## src/rtl/dsp_arbiter.sv

```systemverilog
// Two-requester arbiter that time-shares one external add/sub unit.
// A request is granted in IDLE, its operands are held on the shared unit
// for OP_CYCLES cycles, and the captured result is offered until consumed.
module dsp_arbiter #(
  parameter int unsigned OP_CYCLES = 1,
  localparam int unsigned DATA_W = 32
) (
  input  logic              clk,
  input  logic              rst,
  input  logic              req0_valid,
  output logic              req0_ready,
  input  logic [DATA_W-1:0] req0_a,
  input  logic [DATA_W-1:0] req0_b,
  input  logic              req0_sub,
  input  logic              req1_valid,
  output logic              req1_ready,
  input  logic [DATA_W-1:0] req1_a,
  input  logic [DATA_W-1:0] req1_b,
  input  logic              req1_sub,
  output logic [DATA_W-1:0] dsp_input1,
  output logic [DATA_W-1:0] dsp_input2,
  output logic              dsp_addorsub,
  input  logic [DATA_W-1:0] dsp_out,
  output logic              rsp0_valid,
  output logic              rsp1_valid,
  input  logic              rsp_ready,
  output logic [DATA_W-1:0] rsp_data,
  output logic              busy
);

  localparam int unsigned CNT_W = 4;
  localparam logic [CNT_W-1:0] LAST_CNT = CNT_W'(OP_CYCLES - 1);

  typedef enum logic [1:0] {
    IDLE = 2'd0,
    EXEC = 2'd1,
    RESP = 2'd2
  } state_t;

  state_t             state;
  state_t             state_nxt;
  logic [CNT_W-1:0]   cnt_q;
  logic [DATA_W-1:0]  a_q;
  logic [DATA_W-1:0]  b_q;
  logic               sub_q;
  logic               gid_q;
  logic               last_q;
  logic               accept_c;
  logic               grant_c;

  // State register
  always_ff @(posedge clk) begin
    if (rst) begin
      state <= IDLE;
    end else begin
      state <= state_nxt;
    end
  end

  // Next state, round-robin grant selection and combinational accept
  always_comb begin
    state_nxt  = state;
    accept_c   = 1'b0;
    grant_c    = 1'b0;
    req0_ready = 1'b0;
    req1_ready = 1'b0;
    // last_q holds the requester whose operation completed last
    if (req0_valid && req1_valid) begin
      grant_c = ~last_q;
    end else begin
      grant_c = req1_valid;
    end
    unique case (state)
      IDLE: begin
        if (req0_valid || req1_valid) begin
          accept_c  = 1'b1;
          state_nxt = EXEC;
        end
      end
      EXEC: begin
        if (cnt_q == LAST_CNT) begin
          state_nxt = RESP;
        end
      end
      RESP: begin
        if (rsp_ready) begin
          state_nxt = IDLE;
        end
      end
      default: begin
        state_nxt = IDLE;
      end
    endcase
    if (rst) begin
      accept_c = 1'b0;
    end
    req0_ready = accept_c && !grant_c;
    req1_ready = accept_c && grant_c;
  end

  // Operand latch, execute counter, result capture and fairness pointer
  always_ff @(posedge clk) begin
    if (rst) begin
      cnt_q    <= '0;
      a_q      <= '0;
      b_q      <= '0;
      sub_q    <= 1'b0;
      gid_q    <= 1'b0;
      last_q   <= 1'b1;
      rsp_data <= '0;
    end else begin
      if (accept_c) begin
        a_q   <= grant_c ? req1_a : req0_a;
        b_q   <= grant_c ? req1_b : req0_b;
        sub_q <= grant_c ? req1_sub : req0_sub;
        gid_q <= grant_c;
        cnt_q <= '0;
      end else if (state == EXEC) begin
        cnt_q <= cnt_q + CNT_W'(1);
        if (cnt_q == LAST_CNT) begin
          rsp_data <= dsp_out;
        end
      end
      if ((state == RESP) && rsp_ready) begin
        last_q <= gid_q;
      end
    end
  end

  // Shared-unit operands are only non-zero while executing
  assign dsp_input1   = (!rst && (state == EXEC)) ? a_q : '0;
  assign dsp_input2   = (!rst && (state == EXEC)) ? b_q : '0;
  assign dsp_addorsub = !rst && (state == EXEC) && sub_q;

  // Response routing and status decode
  assign rsp0_valid = !rst && (state == RESP) && !gid_q;
  assign rsp1_valid = !rst && (state == RESP) && gid_q;
  assign busy       = !rst && (state != IDLE);

endmodule

```

## config.mk

```make
export PLATFORM = sky130hd
export DESIGN_NAME = dsp_arbiter
export DESIGN_NICKNAME = d
export VERILOG_FILES = /design/src/rtl/dsp_arbiter.sv
export SDC_FILE = /design/constraint.sdc
export NUM_CORES = 1
export LEC_CHECK = 0
export CAP_MARGIN = 20
export CORE_UTILIZATION = 39
export CTS_CLUSTER_SIZE = 30
export DETAILED_ROUTE_END_ITERATION = 8
export PLACE_DENSITY_LB_ADDON = 0.12
export SLEW_MARGIN = 10
export SYNTH_ARGS = -nofsm -noshare
export SYNTH_HDL_FRONTEND = slang
export SYNTH_SLANG_ARGS = --single-unit
export TNS_END_PERCENT = 50
```

## constraint.sdc

```tcl
create_clock -name clk -period 2.1 [get_ports clk]
set_clock_uncertainty 0.05 [all_clocks]
set_input_delay 0.42 -clock clk [delete_from_list [all_inputs] [get_ports clk]]
set_output_delay 0.42 -clock clk [all_outputs]
set_load 0.03 [all_outputs]
```

==> results_dict.tcl, run 1 <==
set metrics [dict create \
    slowest_delay_ns 0.34 \
    endpoint_kind "output port" \
    required_ns 1.63 \
    drcViolationCount 0 \
    dpl-instance-area_um2 7450 \
    synth_flop_cell "dfxtp_1" \
    syn_to_final_growth_pct 63.0 \
    via_count 5057 \
    ioPinCount 269 \
    period_needed_ns 2.03 \
    cts.path.max_buffers 2 \
    synth_most_common_cell "dfxtp_1" \
    critPathBufInv 2 \
    port_buffers 268 \
    slew_violations 0 \
    synth_top_area_share_pct 43.8 \
    start_util_pct 39.9 \
    die_area_um2 12700 \
    crit_arrival_ns 1.56 \
    ys_ff_latch 105 \
    ff2ff_setup_slack_ns 0.27 \
    synth_top_area_cell "dfxtp_1" \
    die_w_um 113 \
    path_cells "buf_4 > nor3_4 > and3_4 > buf_4" \
    clkSinkCount 105 \
    fin_crit_sh_pct 96.8 \
    worstSetupPathType "flop to output port" \
    critPathSlowestCell "dfxtp_1" \
    hold_buffers 0 \
    grt_pass1_wl_mm 24.5 \
    gp_congestion 0.838 \
    clock_latency_ns 0.34 \
    fin_area_um2 7820 \
    synthCells 529 \
    synth_area_leaders "dfxtp_1 (44%), a221o_1 (11%), and2_1 (8.6%)" \
    finalHoldViolations 0 \
    antenna_found_initial 0 \
    clkSlewWorstSetupHoldPaths_ns 0.06 \
    wl_per_cell_um 17.2 \
    finalSetupViolations 0 \
    ys_warn_count 0 \
    antenna_cells 0 \
    cpMostUsedCell "buf_4" \
    postLayoutCoreUtil_pct 65.1 \
    grt_pass1_vias 4818 \
    grt-ovfl-total 0 \
    synthArstFlopShare_pct 0 \
    netlist_area_um2 4800 \
    core_area_um2 12000 \
    regArea_um2 2100 \
    nets 943 \
    worst_pin_slew_ns 0.750 \
    drive_above_1_share_pct 16.2 \
    syn_area_per_cell_um2 9.07 \
    wl_mm 15.9 \
    hold_path_class "flop to flop" \
    peakVddDrop_uv 339 \
    power.density_nw_per_um2 704 \
    drt-vias-per-instance 5.46 \
    critPathMaxFanout 8 \
    rows 40 \
    ant_nets 0 \
    p_leak_nw 3.25 \
    synth_cell_types 36 \
    yosysSeqAreaShare_pct 43.8 \
    max_freq_mhz 492 \
    cts_tree "yes" \
    totalNegativeSetupSlack_ns 0 \
    cts_root_buf "clkbuf_16" \
    dp.cells 908 \
    grtUsageTotal_pct 24.4 \
    start_kind "flop" \
    instances_no_fill 926 \
    fillers 1039 \
    slew-limit-headroom_pct 49.8 \
    htreeDepth 3 \
    hpwl_mm 11.3 \
    crit_family "simple AND/OR/NAND/NOR gates" \
    outcome "completed" \
    syn-num-nets 698 \
    synth_edf_count 0 \
    max_cap_viol_count 0 \
    multi_input_area_um2 2380 \
    dr.pass1.iters 4 \
    drt_iter0_drc 416 \
    numCtsBuffers 9 \
    rsz0062_at_grt "true" \
    grt_max_degree 38 \
    die_h_um 113 \
    synthTopCellsByCount "dfxtp_1 (105), and2_1 (66), and3_1 (52), a221o_1 (51)" \
]
[worst paths after layout]
check | startpoint | end | cells after the start
worst max-delay path | state[1] | req0_ready | 4
worst min-delay path | rsp_data[23] | rsp_data[23] | 2
worst max register to register | cnt_q[0] | rsp_data[3] | 5
worst min register to register | rsp_data[23] | rsp_data[23] | 2
[worst reg2reg max path, cell delays in order, from the launching register on]
cell     delay, ns
dfxtp_1       0.34
inv_1         0.09
ha_1          0.17
or3b_2        0.70
o21ai_0       0.26
a21oi_1       0.09
[layout make-up]
| cell class | count | share of cell area [%] |
|---|---|---|
| Tap cell | 147 | 2.35 |
| Inverter | 2 | 0.0960 |
| Timing Repair Buffer | 294 | 36.1 |
| Clock buffer | 12 | 3.41 |
| Multi-Input combinational cell | 362 | 30.5 |
| Sequential cell | 105 | 26.9 |
| Clock inverter | 4 | 0.640 |
[cells in the final DEF, fill, tap and decap left out, types with 2 or more instances in the layout]
master | Yosys | layout
buf_4 | 6 | 85
and2_1 | 66 | 65
buf_12 | 0 | 10
nor2_1 | 7 | 6
inv_1 | 2 | 2
dfxtp_1 | 105 | 104
and3_1 | 52 | 51
a31oi_1 | 14 | 14
nand2b_1 | 3 | 2
clkdlybuf4s50_1 | 0 | 197
ha_1 | 2 | 2
o21ai_0 | 47 | 47
clkbuf_8 | 0 | 3
nand2_1 | 4 | 4
nand4_1 | 14 | 14
a221o_1 | 51 | 51
nand3b_1 | 2 | 2
a21oi_1 | 36 | 36
clkinvlp_4 | 0 | 2
a21o_1 | 2 | 2
clkbuf_16 | 0 | 9
nand3_1 | 47 | 47
[sequential cells by signal (all words and copies together), names as in the netlist]
signal    cells
last_q        1
sub_q         1
cnt_q         4
rsp_data     32
b_q          32
gid_q         1
state         2
a_q          32
[cells by family (layout without fill, tap and decap cells)]
group                      after synthesis  count (layout)  share of synthesized area [%]
muxes                                    1               1                          0.209
and+or+nand+nor                        205             205                           25.6
buffers and inverters                   62             312                           7.62
AOI/OAI and AO/OA                      153             153                           22.0
xor gates and xnor gates                 1               1                          0.183
DFF                                    105             105                           43.8
adders and majority gates                2               2                          0.522
[what timing repair did]
item / in CTS / in global routing
hold endpoints to repair: 0 / 0
pin swaps: 3 / 1
setup endpoints to repair: 67 / 47
gates resized for setup: 8 / 3
buffers inserted: 0 / 2
[layer usage]
layer	vias to the layer above	GRT usage (%)	part of all wire [%]
li1	2444	-	-
met1	2363	29.3	41
met4	0	9.04	2.0
met2	225	41.9	49
met3	25	6.43	7.8
met5	-	0	0
[stage by stage]
step / setup slack, ns / hold WS (ns) / total power, mW
4_1_cts: 0.0101 / 0.424 / 5.52
6_report: 0.0682 / 0.423 / 5.51
5_1_grt: -0.00164 / 0.446 / 5.77
3_3_place_gp: 0.0388 / 0.408 / 3.73
3_5_place_dp: -0.0186 / 0.413 / 3.76
2_1_floorplan: 0.0607 / 0.397 / 3.10
[where the power goes]
group	switching (mW)	leakage, nW	internal (mW)	total (mW)
Clock	0.740	0.151	1.02	1.76
Combinational	0.713	2.24	0.724	1.44
Sequential	0.110	0.861	2.20	2.31
(Power assumes the default switching activity.)
==> inputs of run 2 (changes only) <==
Settings changed: HOLD_SLACK_MARGIN set to 0.03.
==> results of run 2 <==
The final DEF is identical to that of run 1; final timing and power are the same.
